==> src/rtl/channel_arb_pkg.sv <==
// Shared types and constants for the constant-add channel arbiter.
package channel_arb_pkg;

   typedef enum logic [1:0] {
      RUN   = 2'd0,
      DRAIN = 2'd1,
      DONE  = 2'd2
   } arb_state_t;

   localparam int unsigned NREQ_DEFAULT      = 4;
   localparam int unsigned ADD_CONST_DEFAULT = 2;

   // Requester-id tag width; a single requester still needs one bit.
   function automatic int unsigned id_width(input int unsigned n);
      return (n > 1) ? $clog2(n) : 1;
   endfunction

   localparam int unsigned ID_W_DEFAULT = id_width(NREQ_DEFAULT);

endpackage

==> src/rtl/channel_add_pipe.sv <==
// LATENCY-stage valid/tag/data shift pipe that adds ADD_CONST on entry.
module channel_add_pipe #(
   parameter int unsigned WIDTH     = 16,
   parameter int unsigned ID_W      = 2,
   parameter int unsigned LATENCY   = 2,
   parameter int unsigned ADD_CONST = 2
) (
   input  logic             clk,
   input  logic             rst_n,
   input  logic             in_valid,
   input  logic [ID_W-1:0]  in_tag,
   input  logic [WIDTH-1:0] in_data,
   output logic             out_valid,
   output logic [ID_W-1:0]  out_tag,
   output logic [WIDTH-1:0] out_data,
   output logic             busy
);

   logic [LATENCY-1:0] valid_q;
   logic [ID_W-1:0]    tag_q  [LATENCY];
   logic [WIDTH-1:0]   data_q [LATENCY];

   // Payload registers only move with a valid, so the last stage holds its value.
   always_ff @(posedge clk or negedge rst_n) begin
      if (!rst_n) begin
         valid_q <= '0;
         for (int unsigned s = 0; s < LATENCY; s++) begin
            tag_q[s]  <= '0;
            data_q[s] <= '0;
         end
      end else begin
         valid_q[0] <= in_valid;
         if (in_valid) begin
            tag_q[0]  <= in_tag;
            data_q[0] <= in_data + WIDTH'(ADD_CONST);
         end
         for (int unsigned s = 1; s < LATENCY; s++) begin
            valid_q[s] <= valid_q[s-1];
            if (valid_q[s-1]) begin
               tag_q[s]  <= tag_q[s-1];
               data_q[s] <= data_q[s-1];
            end
         end
      end
   end

   assign out_valid = valid_q[LATENCY-1];
   assign out_tag   = tag_q[LATENCY-1];
   assign out_data  = data_q[LATENCY-1];
   assign busy      = |valid_q;

endmodule

==> src/rtl/channel_add_arbiter.sv <==
// Round-robin arbiter sharing one pipelined constant-add channel among NREQ requesters,
// with flush/drain sequencing. Optional CHANNEL_ARB_STATS_EN adds per-requester grant counters.
module channel_add_arbiter
   import channel_arb_pkg::*;
#(
   parameter int unsigned WIDTH     = 16,
   parameter int unsigned NREQ      = NREQ_DEFAULT,
   parameter int unsigned LATENCY   = 2,
   parameter int unsigned ADD_CONST = ADD_CONST_DEFAULT,
   parameter int unsigned MAX_OUT   = 4
) (
   input  logic                  clk,
   input  logic                  rst_n,
   input  logic [NREQ-1:0]       req_valid,
   input  logic [NREQ*WIDTH-1:0] req_data,
   output logic [NREQ-1:0]       req_ready,
   output logic [NREQ-1:0]       resp_valid,
   output logic [WIDTH-1:0]      resp_data,
   input  logic                  flush,
   output logic                  flush_done,
   output logic                  busy
`ifdef CHANNEL_ARB_STATS_EN
   ,
   output logic [NREQ*16-1:0]    grant_count
`endif
);

   localparam int unsigned ID_W  = id_width(NREQ);
   localparam int unsigned CNT_W = $clog2(MAX_OUT + 1);

   arb_state_t       state, state_nxt;
   logic [ID_W-1:0]  rr_ptr;
   logic [ID_W-1:0]  gnt_idx;
   logic             gnt_any;
   logic [CNT_W-1:0] outstanding [NREQ];
   logic             pipe_valid;
   logic [ID_W-1:0]  pipe_tag;
   logic             pipe_busy;

   // Cyclic search from rr_ptr; reset gating keeps req_ready low while rst_n is asserted.
   always_comb begin : grant_comb
      int unsigned idx;
      gnt_any   = 1'b0;
      gnt_idx   = '0;
      req_ready = '0;
      idx       = 0;
      if (rst_n && state == RUN) begin
         for (int unsigned k = 0; k < NREQ; k++) begin
            idx = (32'(rr_ptr) + k) % NREQ;
            if (!gnt_any && req_valid[ID_W'(idx)] &&
                outstanding[ID_W'(idx)] < CNT_W'(MAX_OUT)) begin
               gnt_any = 1'b1;
               gnt_idx = ID_W'(idx);
            end
         end
      end
      if (gnt_any) req_ready[gnt_idx] = 1'b1;
   end

   channel_add_pipe #(
      .WIDTH     (WIDTH),
      .ID_W      (ID_W),
      .LATENCY   (LATENCY),
      .ADD_CONST (ADD_CONST)
   ) u_pipe (
      .clk       (clk),
      .rst_n     (rst_n),
      .in_valid  (gnt_any),
      .in_tag    (gnt_idx),
      .in_data   (req_data[gnt_idx*WIDTH +: WIDTH]),
      .out_valid (pipe_valid),
      .out_tag   (pipe_tag),
      .out_data  (resp_data),
      .busy      (pipe_busy)
   );

   always_comb begin
      resp_valid = '0;
      if (pipe_valid) resp_valid[pipe_tag] = 1'b1;
   end

   assign busy       = pipe_busy;
   assign flush_done = (state == DONE);

   always_comb begin
      state_nxt = state;
      case (state)
         RUN:     if (flush) state_nxt = DRAIN;
         DRAIN:   if (!pipe_busy) state_nxt = flush ? DONE : RUN;
         DONE:    if (!flush) state_nxt = RUN;
         default: state_nxt = RUN;
      endcase
   end

   always_ff @(posedge clk or negedge rst_n) begin
      if (!rst_n) state <= RUN;
      else        state <= state_nxt;
   end

   always_ff @(posedge clk or negedge rst_n) begin
      if (!rst_n) begin
         rr_ptr <= '0;
      end else if (gnt_any) begin
         rr_ptr <= (gnt_idx == ID_W'(NREQ - 1)) ? '0 : gnt_idx + ID_W'(1);
      end
   end

   // Same-cycle issue and response to one requester cancel out.
   always_ff @(posedge clk or negedge rst_n) begin
      if (!rst_n) begin
         for (int unsigned i = 0; i < NREQ; i++) outstanding[i] <= '0;
      end else begin
         for (int unsigned i = 0; i < NREQ; i++) begin
            case ({req_ready[i], resp_valid[i]})
               2'b10:   outstanding[i] <= outstanding[i] + CNT_W'(1);
               2'b01:   outstanding[i] <= outstanding[i] - CNT_W'(1);
               default: outstanding[i] <= outstanding[i];
            endcase
         end
      end
   end

`ifdef CHANNEL_ARB_STATS_EN
   always_ff @(posedge clk or negedge rst_n) begin
      if (!rst_n) begin
         grant_count <= '0;
      end else begin
         for (int unsigned i = 0; i < NREQ; i++) begin
            if (req_ready[i] && grant_count[i*16 +: 16] != 16'hFFFF)
               grant_count[i*16 +: 16] <= grant_count[i*16 +: 16] + 16'd1;
         end
      end
   end
`endif

endmodule
==> config.mk <==
export PLATFORM = sky130hd
export DESIGN_NAME = channel_add_arbiter
export DESIGN_NICKNAME = d
export VERILOG_FILES = /design/src/rtl/channel_arb_pkg.sv /design/src/rtl/channel_add_pipe.sv /design/src/rtl/channel_add_arbiter.sv
export SDC_FILE = /design/constraint.sdc
export NUM_CORES = 1
export LEC_CHECK = 0
export BUFFER_PORTS_ARGS = -buffer_cell sky130_fd_sc_hd__buf_4
export CAP_MARGIN = 20
export CORE_MARGIN = 1
export CORE_UTILIZATION = 40
export CTS_BUF_LIST = sky130_fd_sc_hd__clkbuf_4
export DETAILED_ROUTE_END_ITERATION = 6
export GPL_TIMING_DRIVEN = 1
export HOLD_SLACK_MARGIN = 0.1
export PLACE_DENSITY = 0.69
export SLEW_MARGIN = 20
export SYNTH_ARGS = -nofsm -noshare
export SYNTH_HDL_FRONTEND = slang
export SYNTH_HIERARCHICAL = 1
export SYNTH_SLANG_ARGS = --single-unit
==> constraint.sdc <==
create_clock -name clk -period 3.67 [get_ports clk]
set_clock_uncertainty 0.05 [all_clocks]
set_input_delay 0.367 -clock clk [delete_from_list [all_inputs] [get_ports clk]]
set_output_delay 0.367 -clock clk [all_outputs]
set_load 0.1 [all_outputs]
==> qor.yml, run 1 <==
outcome:
  status: "finished, final reports clean"
timing:
  slew_violations: 0
  worst_pin_slew_ns: 0.8274
  fin_crit_ns: 3.346
  hold_viol_final: 0
  fin_tns_setup_ns: 0
  timing.fmax_ghz: 0.2989
  post-route-period-util: 0.9116
  setup_ws_ns: 0.3244
  relSlewSlack: 0.4484
  hold_ws_ns: 0.1588
  grt_setup_unrepaired: "false"
  setup_viol: 0
synthesis:
  synthTopCellsByArea: "dfrtp_1 40%, mux2i_1 15%, mux2_2 8.3%, buf_4 4.0%, xor2_1 3.6%"
  synthesis.nets: 390
  ys_seq_elements: 54
  yosys.area.top_type: "dfrtp_1"
  synth_area_sq_um: 3401
  synth_cell_types: 43
  syn_area_per_cell_sq_um: 11.01
  syn_inst: 309
  ys_seq_area_frac: 0.3974
  synth.top_cell.area_share: 0.3974
  ys_warn_count: 6
routing:
  dr.pass1.iters: 4
  drtIter0Drc: 82
  avgViaCountPerCell: 5.014
  drt-total-wl_mm: 7.271
  antenna_left: 0
  drc_errors: 0
  wire_per_inst_um: 14.60
  num_vias: 2497
setup_path:
  crit_type: "register to register"
  crit_path_start: "rr_ptr[1]$_DFFE_PN0P_"
  worst-path-max-fanout: 11
  required_ns: 3.90
  timing.rr.start: "rr_ptr[1]$_DFFE_PN0P_"
  start_kind: "register"
  end_kind: "register"
  cp.arrival_ns: 3.58
pwr:
  p_leak_nw: 1.860
  p_per_area_nw_per_um2: 910.2
  ir_drop_v: 0.0006449
cells_and_area:
  layout.nets: 473
  final_cell_mix: "104 x buf_4, 54 x dfrtp_1, 51 x mux2i_1, 26 x nor2_1, 25 x mux2_2"
  utilization: 0.5121
  final_layout_size_suffix_gt1_frac: 0.3893
  nFillCells: 752
  n_antenna_cell: 0
  final_common_cell: "buf_4"
  area_growth_pct: 23.73
  stdcell_area_sq_um: 4208
floorplan:
  core_area_sq_um: 8217
  rows: 33
  die_area_sq_um: 8875
  start_util: 0.4139
  dieHeight_um: 94.21
  die_x_um: 94.21
  pin_count: 97
placed_design:
  pre_cts_ws_ns: 0.2470
  place_area_sq_um: 4101
  gp_congestion: 0.9036
  dp_hpwl_mm: 5.487
  io_buffers: 96
clocking:
  clockRootBuffer: "clkbuf_4"
  postCtsSetupBuffers: 0
  tritoncts: "yes"
  worstSkewPairLatency_ns: 0.37
  cts.sinks: 54
  cts_buffer_depth: 2
  h-tree-depth: 2
  cts_buffers: 5
  clk_pin_slew_ns: 0.15
worst_hold_path:
  worstHoldStart: "flush"
  hold_path_class: "input port to register"
global_routing:
  grt_pass1_vias: 2494
  overflow: 0
  grt_antenna_before_repair: 0
  grt.total_usage: 0.1694
  grt_pass1_wl_mm: 11.49
  grt_max_degree: 55
job:
  max-cap-violations: 0
## flip-flops by register name, indices dropped and copies added (netlist names)
signal,flops
u_pipe/data_q,16
rr_ptr,2
u_pipe/out_tag,2
state,2
outstanding,12
u_pipe/valid_q,2
u_pipe/tag_q,2
u_pipe/out_data,16
## Yosys cell counts, drive strengths merged
| library cell | count |
|---|---|
| and2b | 1 |
| a221oi | 1 |
| buf | 27 |
| xor2 | 14 |
| and2 | 3 |
| nor4b | 1 |
| ha | 6 |
| nor2b | 3 |
| nor2 | 26 |
| nand2b | 5 |
| o21a | 1 |
| a41oi | 1 |
| or2 | 1 |
| a211o | 1 |
| and3 | 2 |
| nor3b | 3 |
| a31oi | 1 |
| nand2 | 12 |
| and3b | 1 |
| a21oi | 14 |
| inv | 14 |
| nor3 | 3 |
| and4 | 2 |
| xnor2 | 11 |
| mux2i | 52 |
| fa | 4 |
| nor4 | 3 |
| o22ai | 1 |
| dfrtp | 54 |
| nand3 | 5 |
| nand4 | 4 |
| mux2 | 25 |
| o21ai | 4 |
| clkbuf | 3 |
## cell type report
cell class,count,area (sq um),area share
tap,105,131.4,0.03122
inverter,14,52.55,0.01249
sequential,54,1351,0.3211
clock buffer,5,37.54,0.008921
multi-input combinational,212,1797,0.4270
clock inverter,3,47.55,0.01130
timing repair buffer,105,790.8,0.1879
## critical path, stage by stage, from the launching register on
cell      delay (ns)
dfrtp_1         0.48
nor3b_2         0.27
nand2_1         0.08
o21ai_1         0.11
a221oi_2        0.11
nor4_4          0.51
buf_4           0.32
mux2i_1         0.41
nand4_1         0.27
nor4_4          0.28
xor2_1          0.10
mux2_2          0.27
## per-stage QoR
step           power (mW)  instances
5_1_grt             4.062        498
3_5_place_dp        3.495        488
3_3_place_gp        3.454        488
4_1_cts             3.848        497
2_1_floorplan       3.132        309
6_report            3.830        498
## report_power, final
group          total, mW  internal (mW)  leakage [nW]  switching, mW
combinational       2.40          0.811          1.18           1.59
clock              0.343          0.149        0.0462          0.194
sequential          1.09          0.880         0.633          0.207
total               3.83           1.84          1.86           1.99
## kinds of logic (layout without fill, tap and decap cells)
group | after synthesis | after routing | share of synthesized area
multiplexers | 77 | 77 | 0.2358
AND/OR/NAND/NOR | 75 | 76 | 0.1339
flip-flops | 54 | 54 | 0.3974
buffers and inverters | 44 | 127 | 0.08094
XOR/XNOR | 25 | 25 | 0.06439
AO/OA/AOI/OAI | 24 | 24 | 0.04195
adder cells (fa/ha/maj) | 10 | 10 | 0.04562
## routing by layer
metal,GRT usage,share of wire,vias to the layer above
met5,0,0,-
met4,0.05256,0.016,0
met3,0.03560,0.057,8
met2,0.2971,0.49,81
met1,0.2062,0.43,1192
li1,-,-,1216
## path summary, 6_finish.rpt
check | endpoint | slack [ns] | depth (start not counted)
worst max register to register | u_pipe/data_q[31]$_DFFE_PN0P_ | 0.32 | 11
worst min-delay path | state[1]$_DFFE_PN0P_ | 0.16 | 2
worst max-delay path | u_pipe/data_q[31]$_DFFE_PN0P_ | 0.32 | 11
min in group asynchronous | outstanding[11]$_DFFE_PN0P_ | 0.60 | 3
worst min register to register | outstanding[8]$_DFFE_PN0P_ | 0.42 | 1
max in group asynchronous | u_pipe/data_q[26]$_DFFE_PN0P_ | 2.51 | 3
## what timing repair did
| action | CTS | global route |
|---|---|---|
| hold buffers | 1 | 0 |
| endpoints found under the setup margin | 0 | 1 |
| endpoints found under the hold margin | 54 | 0 |
| resized for setup | 0 | 1 |
Power figures use the tool's default switching activity.
==> inputs of run 2 (changes only) <==
- PLACE_DENSITY: 0.69 -> 0.63
==> qor.yml, run 2 (same netlist as run 1, synthesis figures left out) <==
global_routing:
  grt_antenna_before_repair: 0  # unchanged
  grt_max_degree: 55  # unchanged
  grt_pass1_vias: 2392  # -4.1%
  grt_pass1_wl_mm: 11.10  # -3.4%
  grt.total_usage: 0.1615  # -0.007952
  overflow: 0  # unchanged
outcome:
  status: "finished, final reports clean"
routing:
  num_vias: 2433  # -2.6%
  drc_errors: 0  # unchanged
  drtIter0Drc: 82  # unchanged
  wire_per_inst_um: 13.53  # -7.4%
  dr.pass1.iters: 4  # unchanged
  drt-total-wl_mm: 6.695  # -7.9%
  antenna_left: 0  # unchanged
  avgViaCountPerCell: 4.915  # -2.0%
setup_path:
  path_cells: "nand2b_1, o22ai_1, a211o_1, and3_4, mux2i_1, mux2i_1, ha_1, nand3_1, nor4_4, xor2_1, mux2_2"
  required_ns: 3.90  # about the same
  crit_type: "register to register"
  path_common_cell: "mux2i_1"
  cp_slowest_cell: "and3_4"
  slowest_delay_ns: 0.51  # about the same
  start_kind: "register"
  end_kind: "register"
  worst-path-max-fanout: 32  # +21
  cp.arrival_ns: 3.55  # -0.03 ns
clocking:
  worstSkewPairLatency_ns: 0.37  # about the same
  h-tree-depth: 2  # unchanged
  tritoncts: "yes"
  postCtsSetupBuffers: 0  # unchanged
  ctsHoldBuffers: 1  # unchanged
  cts_buffers: 5  # unchanged
  cts.sinks: 54  # unchanged
  clk_pin_slew_ns: 0.16  # about the same
  clockRootBuffer: "clkbuf_4"
  cts_buffer_depth: 2  # unchanged
  cts_resized: 0  # unchanged
cells_and_area:
  final_cell_mix: "102 x buf_4, 54 x dfrtp_1, 52 x mux2i_1, 26 x nor2_1, 25 x mux2_2"
  area_growth_pct: 22.19
  final_common_cell: "buf_4"
  final_cells: 495  # -0.60%
  layout.nets: 470  # -0.63%
  final_layout_size_suffix_gt1_frac: 0.3821  # -0.007262
  n_antenna_cell: 0  # unchanged
placed_design:
  gp_congestion: 0.7869  # -13%
  pre_cts_ws_ns: 0.3421  # +0.09507 ns
  post-place-cells: 486  # -0.41%
  dp_hpwl_mm: 5.244  # -4.4%
  io_buffers: 96  # unchanged
timing:
  timing.fmax_ghz: 0.3013  # +0.80%
  fin_crit_ns: 3.319  # -0.02653 ns
  hold_viol_final: 0  # unchanged
  worst_pin_slew_ns: 0.7998  # -0.02764 ns
  post-route-period-util: 0.9044  # -0.007228
  relSlewSlack: 0.4668  # +0.01842
  fin_tns_setup_ns: 0  # unchanged
  slew_violations: 0  # unchanged
  grt_setup_unrepaired: "false"
  setup_ws_ns: 0.3509  # +0.02653 ns
  setup_viol: 0  # unchanged
floorplan:
  dieHeight_um: 94.21  # unchanged
  pin_count: 97  # unchanged
  die_x_um: 94.21  # unchanged
  start_util: 0.4139  # unchanged
  rows: 33  # unchanged
  die_area_sq_um: 8875  # unchanged
  core_area_sq_um: 8217  # unchanged
pwr:
  ir_drop_v: 0.0002952  # -54%
  p_leak_nw: 1.830  # -1.7%
  p_per_area_nw_per_um2: 888.2  # -2.4%
worst_hold_path:
  hold_path_class: "input port to register"
job:
  max-cap-violations: 0  # unchanged
==> run 2: per-stage QoR <==
| stage | hold slack (ns) | utilization | total power [mW] | cell area, sq um |
|---|---|---|---|---|
| 4_1_cts | 0.1469 | 0.5057 | 3.744 | 4155 |
| 6_report | 0.1655 | 0.5057 | 3.691 | 4155 |
| 2_1_floorplan | 0.02141 | - | 3.132 | 3406 |
| 3_5_place_dp | 0.4110 | 0.4973 | 3.472 | 4086 |
| 3_3_place_gp | 0.4016 | 0.4973 | 3.433 | 4086 |
| 5_1_grt | 0.1322 | 0.5057 | 3.949 | 4155 |
==> run 2: critical path: cells and delay by family (launching register included) <==
kind / cells / cell delay, ns
multiplexers: 3 / 0.69
adder cells (fa/ha/maj): 1 / 0.26
AND/OR/NAND/NOR: 4 / 1.31
flip-flops: 1 / 0.42
AO/OA/AOI/OAI: 2 / 0.39
XOR/XNOR: 1 / 0.10
==> run 2: layout make-up <==
type / count / area, sq um
Clock buffer: 5 / 37.54
Clock inverter: 3 / 21.27
Fill cell: 752 / 4061
Inverter: 14 / 52.55
Multi-Input combinational cell: 211 / 1785
Sequential cell: 54 / 1351
Tap cell: 105 / 131.4
Timing Repair Buffer: 103 / 775.7
==> run 2: final timing paths <==
kind                                            start                         endpoint  slack [ns]  cells after the start
setup / recovery           outstanding[8]$_DFFE_PN0P_    u_pipe/data_q[31]$_DFFE_PN0P_        0.35                     11
hold / removal                                  flush             state[1]$_DFFE_PN0P_        0.17                      2
setup reg to reg           outstanding[8]$_DFFE_PN0P_    u_pipe/data_q[31]$_DFFE_PN0P_        0.35                     11
hold reg to reg            outstanding[8]$_DFFE_PN0P_       outstanding[8]$_DFFE_PN0P_        0.43                      1
max in group asynchronous                       rst_n  u_pipe/out_data[11]$_DFFE_PN0P_        2.50                      3
min in group asynchronous                       rst_n      outstanding[11]$_DFFE_PN0P_        0.59                      3
==> run 2: power by group <==
| part | switching, mW | internal [mW] | total [mW] |
|---|---|---|---|
| Sequential | 0.207 | 0.880 | 1.09 |
| Clock | 0.189 | 0.0751 | 0.264 |
| Combinational | 1.54 | 0.796 | 2.34 |
| Total | 1.94 | 1.75 | 3.69 |
==> run 2: routing by layer <==
| layer | track usage | vias to the layer above | routed length [um] | share of wire |
|---|---|---|---|---|
| li1 | - | 1207 | - | - |
| met1 | 0.2170 | 1125 | 3100 | 0.46 |
| met2 | 0.2627 | 95 | 3115 | 0.47 |
| met3 | 0.03641 | 6 | 408 | 0.061 |
| met4 | 0.03718 | 0 | 71 | 0.011 |
| met5 | 0 | - | 0 | 0 |
